<file path="config.mk">
export PLATFORM = sky130hd
export DESIGN_NAME = mem_bus_arbiter
export DESIGN_NICKNAME = d
export VERILOG_FILES = /design/src/rtl/mem_bus_arbiter.sv
export SDC_FILE = /design/constraint.sdc
export NUM_CORES = 1
export LEC_CHECK = 0
export ABC_AREA = 1
export CAP_MARGIN = 25
export CORE_ASPECT_RATIO = 1.2
export CORE_MARGIN = 3
export CORE_UTILIZATION = 39
export DETAILED_ROUTE_END_ITERATION = 7
export GPL_ROUTABILITY_DRIVEN = 0
export GPL_TIMING_DRIVEN = 0
export MAX_ROUTING_LAYER = met4
export PLACE_DENSITY = 0.85
export SLEW_MARGIN = 20
export SYNTH_ARGS = -nofsm -noshare
export SYNTH_HDL_FRONTEND = slang
export SYNTH_SLANG_ARGS = --single-unit
</file>
<file path="constraint.sdc">
create_clock -name clk -period 3.6 [get_ports clk]
set_clock_uncertainty 0.1 [all_clocks]
set_input_delay 0.72 -clock clk [delete_from_list [all_inputs] [get_ports clk]]
set_output_delay 0.72 -clock clk [all_outputs]
set_load 0.1 [all_outputs]
</file>
<file path="src/rtl/mem_bus_arbiter.sv">
// Round-robin two-requester sequencer for the byte-wide memory bus; write done at t+2, read done at t+2+RD_LATENCY.
// Requesters hold req until their done pulse; define PARITY_CHECK_EN to flag even-parity errors on read data.
module mem_bus_arbiter #(
  parameter int ADDR_W     = 16,
  parameter int DATA_W     = 8,
  parameter int RD_LATENCY = 1
) (
  input  logic              clk,
  input  logic              reset,
  input  logic              req0,
  input  logic              req1,
  input  logic              we0,
  input  logic              we1,
  input  logic [ADDR_W-1:0] addr0,
  input  logic [ADDR_W-1:0] addr1,
  input  logic [DATA_W-1:0] wdata0,
  input  logic [DATA_W-1:0] wdata1,
  output logic              done0,
  output logic              done1,
  output logic [DATA_W-1:0] rdata,
  output logic              perr,
  output logic              mem_write,
  output logic              mem_read,
  output logic [ADDR_W-1:0] mem_address,
  output logic [DATA_W-1:0] mem_data_in,
  input  logic [DATA_W:0]   mem_data_out
);
  localparam int CNT_W = (RD_LATENCY > 1) ? $clog2(RD_LATENCY) : 1;

  typedef enum logic [1:0] {IDLE, ISSUE, WAIT, RESP} state_t;

  state_t            state_q, state_d;
  logic              last_q, last_d;
  logic              gnt_q, gnt_d;
  logic              we_q, we_d;
  logic [ADDR_W-1:0] addr_q, addr_d;
  logic [DATA_W-1:0] wdata_q, wdata_d;
  logic [CNT_W-1:0]  cnt_q, cnt_d;
  logic              done0_q, done0_d, done1_q, done1_d;
  logic [DATA_W-1:0] rdata_q, rdata_d;
  logic              perr_q, perr_d;
  logic              mem_write_q, mem_write_d, mem_read_q, mem_read_d;
  logic [ADDR_W-1:0] mem_address_q, mem_address_d;
  logic [DATA_W-1:0] mem_data_in_q, mem_data_in_d;
  logic              rd_perr;

`ifdef PARITY_CHECK_EN
  assign rd_perr = (^mem_data_out[DATA_W-1:0]) != mem_data_out[DATA_W];
`else
  logic unused_parity;
  assign unused_parity = mem_data_out[DATA_W];
  assign rd_perr       = 1'b0;
`endif

  always_comb begin
    state_d       = state_q;
    last_d        = last_q;
    gnt_d         = gnt_q;
    we_d          = we_q;
    addr_d        = addr_q;
    wdata_d       = wdata_q;
    cnt_d         = cnt_q;
    done0_d       = 1'b0;
    done1_d       = 1'b0;
    rdata_d       = rdata_q;
    perr_d        = 1'b0;
    mem_write_d   = 1'b0;
    mem_read_d    = 1'b0;
    mem_address_d = '0;
    mem_data_in_d = '0;
    case (state_q)
      IDLE: begin
        if (req0 || req1) begin
          // On a tie the requester that did not win the previous tie goes first
          gnt_d = (req0 && req1) ? ~last_q : req1;
          if (req0 && req1) last_d = gnt_d;
          we_d          = gnt_d ? we1 : we0;
          addr_d        = gnt_d ? addr1 : addr0;
          wdata_d       = gnt_d ? wdata1 : wdata0;
          mem_write_d   = we_d;
          mem_read_d    = ~we_d;
          mem_address_d = addr_d;
          mem_data_in_d = we_d ? wdata_d : '0;
          state_d       = ISSUE;
        end
      end
      ISSUE: begin
        if (we_q) begin
          state_d = RESP;
          done0_d = ~gnt_q;
          done1_d = gnt_q;
        end else begin
          state_d = WAIT;
          cnt_d   = CNT_W'(RD_LATENCY - 1);
        end
      end
      WAIT: begin
        if (cnt_q == '0) begin
          state_d = RESP;
          done0_d = ~gnt_q;
          done1_d = gnt_q;
          rdata_d = mem_data_out[DATA_W-1:0];
          perr_d  = rd_perr;
        end else begin
          cnt_d = cnt_q - CNT_W'(1);
        end
      end
      RESP:    state_d = IDLE;
      default: state_d = IDLE;
    endcase
  end

  always_ff @(posedge clk) begin
    if (reset) begin
      state_q       <= IDLE;
      last_q        <= 1'b1;
      gnt_q         <= 1'b0;
      we_q          <= 1'b0;
      addr_q        <= '0;
      wdata_q       <= '0;
      cnt_q         <= '0;
      done0_q       <= 1'b0;
      done1_q       <= 1'b0;
      rdata_q       <= '0;
      perr_q        <= 1'b0;
      mem_write_q   <= 1'b0;
      mem_read_q    <= 1'b0;
      mem_address_q <= '0;
      mem_data_in_q <= '0;
    end else begin
      state_q       <= state_d;
      last_q        <= last_d;
      gnt_q         <= gnt_d;
      we_q          <= we_d;
      addr_q        <= addr_d;
      wdata_q       <= wdata_d;
      cnt_q         <= cnt_d;
      done0_q       <= done0_d;
      done1_q       <= done1_d;
      rdata_q       <= rdata_d;
      perr_q        <= perr_d;
      mem_write_q   <= mem_write_d;
      mem_read_q    <= mem_read_d;
      mem_address_q <= mem_address_d;
      mem_data_in_q <= mem_data_in_d;
    end
  end

  assign done0       = done0_q;
  assign done1       = done1_q;
  assign rdata       = rdata_q;
  assign perr        = perr_q;
  assign mem_write   = mem_write_q;
  assign mem_read    = mem_read_q;
  assign mem_address = mem_address_q;
  assign mem_data_in = mem_data_in_q;
endmodule

</file>
Word-level counts from Yosys, hierarchy flattened. Index checks and enable logic that the tools add are counted.

Register bits after elaboration: 42. Word-level logic and storage cells: 53.

Add/sub/neg operators: 1. Eq/ne operators: 6. Multiplexer cells: 17. Bitwise gates (word level): 6. Reduce and logical (&&, ||, !) cells: 11.

Operators with widths (count): two-way mux 16 bit (1); two-way mux 1 bit (9); two-way mux 8 bit (1); case mux 2 bit (4 select lines) (1); AND reduction 2 bit (4); inequality test 2 bit, second input constant (3); inverter 1 bit (6); case mux 1 bit (2 select lines) (3); equality test 2 bit, second input constant (2); two-way mux 2 bit (2); OR reduction 4 bit (1); AND reduction 3 bit (1); OR reduction 3 bit (1); equality test 2 x 1 -> 1 bit, second input constant (1); logical NOT 2 bit (1); nonzero test 2 bit (1); logical AND 1 bit (1); logical OR 1 bit (1); subtractor 1 bit, second input constant (1).

Longest topological paths before layout. Gate-level depths: netlist (run 1).

Word-level depth: 5. Depth in mapped cells: 8. Mapped depth without buffers: 7.

Least setup slack after synthesis (run 1). Ideal clock, no wire load.

Path kind: register -> output. From: reg rdata_q[0] (netlist: rdata[0]). To: out rdata[0]. Arrival time: 921 ps. Setup slack: 1859 ps. Cell stages (with the launch flop): 1. Cells stage by stage: dfxtp_1.

RTL lines: start, declared (line 40) `logic [DATA_W-1:0] rdata_q, rdata_d;`; start signal, assigned (line 140) `rdata_q <= rdata_d;`; end, declared (line 20) `output logic [DATA_W-1:0] rdata,`.

No word-level cell between the ends.

Final worst setup path (run 1).
From: reg rdata_q[3] (netlist: rdata[3]). To: out rdata[3].

No word-level cell between the ends.

==> results.json, run 1 <==
{
  "status": "completed",
  "cts.clk_slew.worst_paths_ns": 0.07,
  "gr-total-overflow": 0,
  "min_to": "done0$_SDFF_PP0_",
  "syn_to_final_growth_pct": 71.07,
  "post-route-period-util_pct": 71.65,
  "worst_setup_path_start_kind": "flop",
  "max_slew.worst_pin.slew_ns": 0.9980,
  "cp_slowest_cell": "clkdlybuf4s50_1",
  "min_from": "gnt_q$_SDFFE_PP0P_",
  "ys_types": 21,
  "combPwrFrac_pct": 52.0,
  "path_buf_inv": 1,
  "syn_avg_cell_area_sq_um": 7.845,
  "p_total_mw": 1.853,
  "final_antenna_net_count": 0,
  "syn_nets": 271,
  "clock-sinks": 41,
  "clock_path_buffers": 2,
  "cp-end-kind": "output port",
  "first_iter_violations": 75,
  "vias_per_cell": 4.352,
  "grt_pass1_vias": 1377,
  "worst_hold_slack_ns": 0.3458,
  "relSlewSlack_pct": 33.26,
  "r2r-end": "done0$_SDFF_PP0_",
  "r2r_slack_ns": 2.04,
  "peakVddDrop_mv": 0.3414,
  "route.vias.total": 1571,
  "synth_seq_area_share_pct": 51.29,
  "max_stage_delay_ns": 1.15,
  "setup_violations": 0,
  "drc": 0,
  "n_fill_cell": 305,
  "hold_path.class": "reg2reg",
  "port_buffers": 97,
  "die_x_microns": 64.48,
  "grt_start_max_net_pins": 13,
  "synth_area_sq_um": 1600,
  "final_max_slew_viol_count": 0,
  "die_y_microns": 76.17,
  "r2r_start": "state_q[0]$_SDFFE_PP0P_",
  "antenna_found_initial": 0,
  "h-tree-depth": 2,
  "dp_hpwl_mm": 3.116,
  "start_util_pct": 42.29,
  "hold_viol": 0,
  "crit_type": "reg2out",
  "power.density_nw_per_um2": 676.8,
  "syn_inst": 204,
  "final_layout_size_suffix_gt1_share_pct": 9.385,
  "fin_crit_ns": 2.579,
  "p_seq_share_pct": 30.9,
  "final_core_util_pct": 72.35,
  "leakage_nw": 1.185,
  "pwr-share-clk_pct": 17.1,
  "fin_setup_tns_ns": 0,
  "track_usage_pct": 15.92,
  "cts_inserted_buffers": 5,
  "cts_tree": "built",
  "core_area_sq_um": 3784,
  "dr.pass1.iters": 4,
  "diodes": 0,
  "clock_latency_ns": 0.28,
  "nNetsFinal": 375,
  "rows": 24,
  "drt-wirelength-per-cell_microns": 10.68,
  "yosys_warnings": 0,
  "worst-path-max-fanout": 2,
  "reg2reg_depth": 6,
  "grt_pass1_wl_mm": 6.009,
  "path_delay_family": "buffers and inverters",
  "wl_mm": 3.857,
  "path_cells": "clkdlybuf4s50_1",
  "ctsResizeCount": 0,
  "hold_depth": 1,
  "cp.arrival_ns": 1.76,
  "p_int_uw": 969.9,
  "drv_cap": 0,
  "rsz0062_at_grt": "no",
  "ys_ff_latch": 41,
  "dieArea_sq_um": 4911,
  "top_level_ports": 100,
  "switching_share_pct": 47.65,
  "holdBufCountCts": 0,
  "cts_root_buf": "clkbuf_8",
  "p_switching_uw": 882.9,
  "max_freq_mhz": 387.7,
  "post_cts_buffers": 0,
  "worstPathRequired_ns": 2.78
}
-- cells in the final DEF, fill, tap and decap left out, types with 2 or more instances in the layout --
master	synthesis	final
clkdlybuf4s50_1	0	97
nand2_1	69	69
dfxtp_1	41	41
nor2_1	28	28
inv_1	13	13
a21oi_1	11	11
a21oi_2	9	9
o21ai_0	9	9
clkbuf_8	0	7
nand3_1	5	5
ha_1	4	4
buf_4	3	3
buf_6	2	2
-- power groups by stage --
| stage | logic, mW | clock network [mW] | registers [mW] |
|---|---|---|---|
| finish | 0.964 | 0.316 | 0.573 |
| floorplan | 0.216 | 0 | 1.08 |
| detailed placement | 0.969 | 0 | 0.585 |
| CTS | 0.971 | 0.324 | 0.574 |
| global placement | 0.958 | 0 | 0.580 |
| global route | 1.01 | 0.347 | 0.585 |
-- cell usage after synthesis, drive strengths merged --
master	instances	area share (%)
a21oi	20	8.4
o21ai	10	3.4
inv	15	3.7
nand2	71	17
ha	4	3.1
o21bai	1	0.47
buf	6	3.1
conb	1	0.23
dfxtp	41	51
nor2	29	7.3
clkinv	1	0.23
nand3	5	1.6
-- per-layer routing --
layer | global-route usage, % | vias up | routed length [microns]
li1 | - | 839 | -
met1 | 17.32 | 673 | 1560
met2 | 26.86 | 53 | 1975
met3 | 5.605 | 6 | 258
met4 | 5.074 | 0 | 61
met5 | - | - | 0
-- how the worst max path moves through the flow --
stage / start / to / depth (start not counted)
floorplan: rdata[0]$_SDFFE_PP0N_ / rdata[0] / 0
global placement: rdata[3]$_SDFFE_PP0N_ / rdata[3] / 1
detailed placement: rdata[3]$_SDFFE_PP0N_ / rdata[3] / 1
CTS: rdata[4]$_SDFFE_PP0N_ / rdata[4] / 1
global route: rdata[4]$_SDFFE_PP0N_ / rdata[4] / 1
finish: rdata[3]$_SDFFE_PP0N_ / rdata[3] / 1
-- stage by stage --
step	worst slack, ns	instance area [sq um]	cells
floorplan	1.859	1600	204
global placement	1.341	2636	353
detailed placement	1.316	2636	353
CTS	1.002	2738	361
global route	0.9742	2738	361
finish	1.021	2738	361
-- state kept, by name, summed over array words and instances (netlist names) --
name         flops
done0            1
last_q           1
state_q          2
mem_address     16
we_q             1
mem_read         1
done1            1
rdata            8
mem_write        1
gnt_q            1
mem_data_in      8
-- area by class of cell --
class                   count  area (sq um)  share of cell area (%)
inverters                  16         62.56                   2.285
clock inverters             1         5.005                  0.1828
repair buffers             97         970.9                   35.47
well taps                  52         65.06                   2.377
flip-flops and latches     41         820.8                   29.98
multi-input cells         141         666.9                   24.36
plain buffers               6         50.05                   1.828
clock buffers               7         96.34                   3.519
-- cells by family after synthesis --
| group | count (synthesis) | share of synthesized area, % |
|---|---|---|
| DFF | 41 | 51.29 |
| AOI/OAI and AO/OA | 31 | 12.20 |
| and+or+nand+nor | 105 | 26.11 |
| other | 1 | 0.2343 |
| adders and majority gates | 4 | 3.128 |
| buffers and inverters | 22 | 7.036 |
Note: power is estimated with default switching activity, not from simulation.
==> run 2: changes to the inputs <==
--- a/config.mk
+++ b/config.mk
@@ -9,12 +9,12 @@
 export CAP_MARGIN = 25
 export CORE_ASPECT_RATIO = 1.2
 export CORE_MARGIN = 3
-export CORE_UTILIZATION = 39
+export CORE_UTILIZATION = 33
 export DETAILED_ROUTE_END_ITERATION = 7
 export GPL_ROUTABILITY_DRIVEN = 0
 export GPL_TIMING_DRIVEN = 0
 export MAX_ROUTING_LAYER = met4
-export PLACE_DENSITY = 0.85
+export PLACE_DENSITY = 0.76
 export SLEW_MARGIN = 20
 export SYNTH_ARGS = -nofsm -noshare
 export SYNTH_HDL_FRONTEND = slang
==> constraint.sdc (replaced) <==
create_clock -name clk -period 2.3 [get_ports clk]
set_clock_uncertainty 0.1 [all_clocks]
set_input_delay 0.46 -clock clk [delete_from_list [all_inputs] [get_ports clk]]
set_output_delay 0.46 -clock clk [all_outputs]
set_load 0.1 [all_outputs]
==> results.json, run 2 (synthesis results as in run 1) <==
{
  "pwr-share-clk_pct": 16.7,
  "relSlewSlack_pct": 34.68,
  "cp-end-kind": "output port",
  "drt-wirelength-per-cell_microns": 11.11,
  "die_x_microns": 69.57,
  "worst_setup_path_start_kind": "flop",
  "cp.arrival_ns": 1.50,
  "grt_pass1_vias": 1413,
  "max_freq_mhz": 485.1,
  "path_delay_family": "buffers and inverters",
  "p_int_mw": 1.419,
  "diodes": 0,
  "syn_to_final_growth_pct": 69.43,
  "status": "completed",
  "final_layout_size_suffix_gt1_share_pct": 8.766,
  "hold_path.class": "reg2reg",
  "grt_pass1_wl_mm": 6.175,
  "cts.clk_slew.worst_paths_ns": 0.07,
  "p_switching_mw": 1.390,
  "rows": 27,
  "clock_path_buffers": 2,
  "post_cts_buffers": 0,
  "post-route-period-util_pct": 89.62,
  "drc": 0,
  "h-tree-depth": 2,
  "worst-path-max-fanout": 1,
  "layout_common_cells": "nand2_1, clkdlybuf4s50_1, dfxtp_1",
  "track_usage_pct": 14.10,
  "largest_reg_flops": 16,
  "clock-sinks": 41,
  "crit_type": "reg2out",
  "dieArea_sq_um": 5725,
  "rsz0062_at_grt": "no",
  "switching_share_pct": 49.49,
  "gr-total-overflow": 0,
  "leakage_nw": 1.422,
  "fin_crit_ns": 2.061,
  "dr.pass1.iters": 3,
  "clock_latency_ns": 0.29,
  "critPathLaunch": "mem_data_in[7]$_SDFF_PP0_",
  "fin_setup_tns_ns": 0,
  "hold_viol": 0,
  "combPwrFrac_pct": 51.5,
  "start_util_pct": 34.58,
  "first_iter_violations": 76,
  "layout_commonest_cell": "nand2_1",
  "r2r-end": "done0$_SDFF_PP0_",
  "path_cells": "dlygate4sd2_1",
  "r2r_start": "state_q[0]$_SDFFE_PP0P_",
  "antenna_found_initial": 0,
  "max_slew.worst_pin.slew_ns": 0.9837,
  "power.density_nw_per_um2": 1036,
  "cp_slowest_cell": "dlygate4sd2_1",
  "path_buf_inv": 1,
  "core_area_sq_um": 4628,
  "grt_start_max_net_pins": 12,
  "cts_inserted_buffers": 5,
  "port_buffers": 97,
  "die_y_microns": 82.29,
  "crit_end": "mem_data_in[7]",
  "worst_hold_slack_ns": 0.3466,
  "r2r_slack_ns": 0.75,
  "reg2reg_depth": 6,
  "dp_hpwl_mm": 3.188,
  "final_max_slew_viol_count": 0,
  "max_stage_delay_ns": 0.87,
  "setup_violations": 0,
  "peakVddDrop_mv": 0.4737,
  "worst-path-stages": 1,
  "worstPathRequired_ns": 1.74,
  "p_seq_share_pct": 31.8,
  "top_level_ports": 100,
  "wl_mm": 4.067,
  "cts_root_buf": "clkbuf_8",
  "cts_tree": "built",
  "nNetsFinal": 375,
  "route.vias.total": 1576,
  "holdBufCountCts": 0,
  "vias_per_cell": 4.306,
  "drv_cap": 0,
  "final_antenna_net_count": 0
}
## run 2: cell count changes in the layout (fill, tap and decap cells not counted), sizes merged
cell	before	now
clkdlybuf4s50	97	61
dlymetal6s2s	0	7
dlygate4sd2	0	29
clkinv	2	1
## run 2: layout make-up
class | count | area (sq um)
Timing Repair Buffer | 97 | 952.2
Buffer | 6 | 50.05
Multi-Input combinational cell | 141 | 666.9
Clock buffer | 7 | 86.33
Inverter | 16 | 62.56
Sequential cell | 41 | 820.8
Tap cell | 58 | 72.57
Fill cell | 424 | 1917
## run 2: worst min path at each step
stage                             startpoint                to  slack [ns]  depth (start not counted)
after global placement    gnt_q$_SDFFE_PP0P_  done0$_SDFF_PP0_        0.34                          1
after global routing      gnt_q$_SDFFE_PP0P_  done1$_SDFF_PP0_        0.36                          2
after CTS                 gnt_q$_SDFFE_PP0P_  done0$_SDFF_PP0_        0.35                          1
after floorplan           gnt_q$_SDFFE_PP0P_  done0$_SDFF_PP0_        0.31                          1
after detailed placement  gnt_q$_SDFFE_PP0P_  done0$_SDFF_PP0_        0.34                          1
final                     gnt_q$_SDFFE_PP0P_  done0$_SDFF_PP0_        0.35                          1
## run 2: power by group through the flow
stage,clock network [mW],logic [mW],registers (mW)
4_1_cts,0.489,1.46,0.895
2_1_floorplan,0,0.338,1.69
3_3_place_gp,0,1.50,0.909
5_1_grt,0.516,1.52,0.909
6_report,0.469,1.45,0.893
3_5_place_dp,0,1.52,0.915
## run 2: per-stage QoR
step           util, %  power [mW]  cell area (sq um)  worst slack (ns)  instances
5_1_grt          58.58       2.949               2711            0.2050        366
3_5_place_dp     57.12       2.433               2644            0.2700        359
3_3_place_gp     57.12       2.414               2644            0.2960        359
6_report         58.58       2.809               2711            0.2387        366
4_1_cts          58.20       2.841               2694          0.002116        366
2_1_floorplan        -       2.030               1600            0.8193        204
## run 2: routing by layer
layer  GRT usage [%]  up-vias  wire [microns]
met1           14.05      679            1549
li1                -      837               -
met3           6.053        7             337
met4           6.055        0              70
met5               -        -               0
met2           24.43       53            2111
## run 2: timing repair
item / in CTS / in global routing
cloned: 0 / 0
resized for setup: 29 / 7
endpoints found under the setup margin: 29 / 7
==> run 3: changes to the inputs <==
--- a/config.mk
+++ b/config.mk
@@ -9,12 +9,13 @@
 export CAP_MARGIN = 25
 export CORE_ASPECT_RATIO = 1.2
 export CORE_MARGIN = 3
-export CORE_UTILIZATION = 33
+export CORE_UTILIZATION = 34
+export CTS_BUF_LIST = sky130_fd_sc_hd__clkbuf_8
 export DETAILED_ROUTE_END_ITERATION = 7
 export GPL_ROUTABILITY_DRIVEN = 0
 export GPL_TIMING_DRIVEN = 0
 export MAX_ROUTING_LAYER = met4
-export PLACE_DENSITY = 0.76
+export PLACE_DENSITY = 0.78
 export SLEW_MARGIN = 20
 export SYNTH_ARGS = -nofsm -noshare
 export SYNTH_HDL_FRONTEND = slang
==> results.json, run 3 (synthesis results as in run 1) <==
{
  "status": "completed",
  "leakage_nw": 1.490,
  "path_delay_family": "buffers and inverters",
  "combPwrFrac_pct": 51.6,
  "peakVddDrop_mv": 0.4598,
  "drc": 0,
  "dp_hpwl_mm": 3.189,
  "clock_path_buffers": 2,
  "die_x_microns": 68.63,
  "cts_inserted_buffers": 5,
  "max_stage_delay_ns": 0.88,
  "p_seq_share_pct": 31.8,
  "p_total_mw": 2.804,
  "syn_to_final_growth_pct": 70.45,
  "cp_slowest_cell": "dlygate4sd2_1",
  "wl_mm": 4.110,
  "setup_ws_ns": 0.2371,
  "drt-wirelength-per-cell_microns": 11.29,
  "worst_setup_path_start_kind": "flop",
  "first_iter_violations": 65,
  "crit_type": "reg2out",
  "grt_pass1_wl_mm": 6.499,
  "final_max_slew_viol_count": 0,
  "clock_latency_ns": 0.29,
  "n_fill_cell": 406,
  "port_buffers": 97,
  "track_usage_pct": 16.01,
  "layout_common_cells": "nand2_1, clkdlybuf4s50_1, dfxtp_1",
  "vias_per_cell": 4.357,
  "place_worst_setup_slack_ns": 0.2894,
  "rsz0062_at_grt": "no",
  "relSlewSlack_pct": 33.89,
  "antenna_found_initial": 0,
  "dieArea_sq_um": 5570,
  "path_cells": "dlygate4sd2_1",
  "switching_share_pct": 49.37,
  "post_cts_buffers": 0,
  "nNetsFinal": 375,
  "cts_root_buf": "clkbuf_8",
  "dp_cells": 357,
  "diodes": 0,
  "final_layout_size_suffix_gt1_share_pct": 8.766,
  "h-tree-depth": 2,
  "drv_cap": 0,
  "p_int_mw": 1.420,
  "largest_reg_flops": 16,
  "final_antenna_net_count": 0,
  "p_switching_mw": 1.385,
  "die_y_microns": 81.16,
  "path_buf_inv": 1,
  "power.density_nw_per_um2": 1028,
  "gr-total-overflow": 0,
  "cts_tree": "built",
  "dr.pass1.iters": 4,
  "grt_pass1_vias": 1517,
  "rows": 26,
  "cp-end-kind": "output port",
  "layout_commonest_cell": "nand2_1",
  "holdBufCountCts": 0,
  "worst-path-max-fanout": 1,
  "pwr-share-clk_pct": 16.6,
  "hold_viol": 0,
  "worstPathRequired_ns": 1.74,
  "cp.arrival_ns": 1.50,
  "start_util_pct": 36.44,
  "top_level_ports": 100,
  "max_freq_mhz": 484.8,
  "hold_path.class": "reg2reg",
  "max_slew.worst_pin.slew_ns": 0.9956,
  "route.vias.total": 1586,
  "cts.clk_slew.worst_paths_ns": 0.07,
  "instances_no_fill": 364,
  "grt_start_max_net_pins": 12,
  "core_area_sq_um": 4392,
  "fin_setup_tns_ns": 0,
  "setup_violations": 0,
  "post-route-period-util_pct": 89.69,
  "clock-sinks": 41,
  "fin_crit_ns": 2.063
}
run 3: cell count changes in the layout (fill, tap and decap cells not counted), sizes merged:
cell          delta
dlymetal6s2s     +5
dlygate4sd2      -5
clkbuf           -1
inv              +1
run 3: worst register-to-register path: cells and delay by family, from the launching register on:
kind | cells | cell delay, ns
flops | 1 | 0.34
buf+inv | 2 | 0.39
fa+ha+maj | 1 | 0.31
simple gates | 3 | 0.32
run 3: layout make-up:
| type | count | area [sq um] | share of cell area [%] |
|---|---|---|---|
| repair buffers | 97 | 970.9 | 35.60 |
| flip-flops and latches | 41 | 820.8 | 30.09 |
| plain buffers | 6 | 50.05 | 1.835 |
| clock inverters | 1 | 3.754 | 0.1376 |
| multi-input cells | 141 | 666.9 | 24.45 |
| well taps | 56 | 70.07 | 2.569 |
| clock buffers | 6 | 82.58 | 3.028 |
| inverters | 16 | 62.56 | 2.294 |
run 3: worst paths after layout:
| path | from | end | slack, ns | cells past startpoint |
|---|---|---|---|---|
| worst min-delay path | gnt_q$_SDFFE_PP0P_ | done0$_SDFF_PP0_ | 0.35 | 1 |
| worst max register to register | state_q[0]$_SDFFE_PP0P_ | done1$_SDFF_PP0_ | 0.78 | 6 |
| worst min register to register | gnt_q$_SDFFE_PP0P_ | done0$_SDFF_PP0_ | 0.35 | 1 |
| worst max-delay path | mem_data_in[5]$_SDFF_PP0_ | mem_data_in[5] | 0.24 | 1 |
run 3: through the flow:
stage	hold slack, ns	util [%]	cell area (sq um)
CTS	0.3481	61.42	2698
global placement	0.3330	60.14	2641
detailed placement	0.3331	60.14	2641
floorplan	0.3132	-	1600
finish	0.3495	62.11	2728
global route	0.3686	62.11	2728
run 3: layer usage:
layer / routed length [microns] / share of wire (%) / vias to the layer above / track usage [%]
li1: - / - / 832 / -
met1: 1684 / 41 / 692 / 18.57
met2: 2064 / 50 / 53 / 25.69
met3: 246 / 6.0 / 9 / 4.011
met4: 114 / 2.8 / 0 / 7.157
met5: 0 / 0 / - / -
run 3: repair_timing:
item	CTS	global route
setup endpoints to repair	24	12
pin swaps	0	0
gates resized for setup	24	12
endpoints found under the hold margin	0	0
run 3: power by group through the flow:
stage	clock [mW]	sequential [mW]	combinational [mW]
floorplan	0	1.69	0.338
global placement	0	0.909	1.51
detailed placement	0	0.914	1.52
CTS	0.484	0.893	1.47
global route	0.510	0.907	1.54
finish	0.466	0.891	1.45
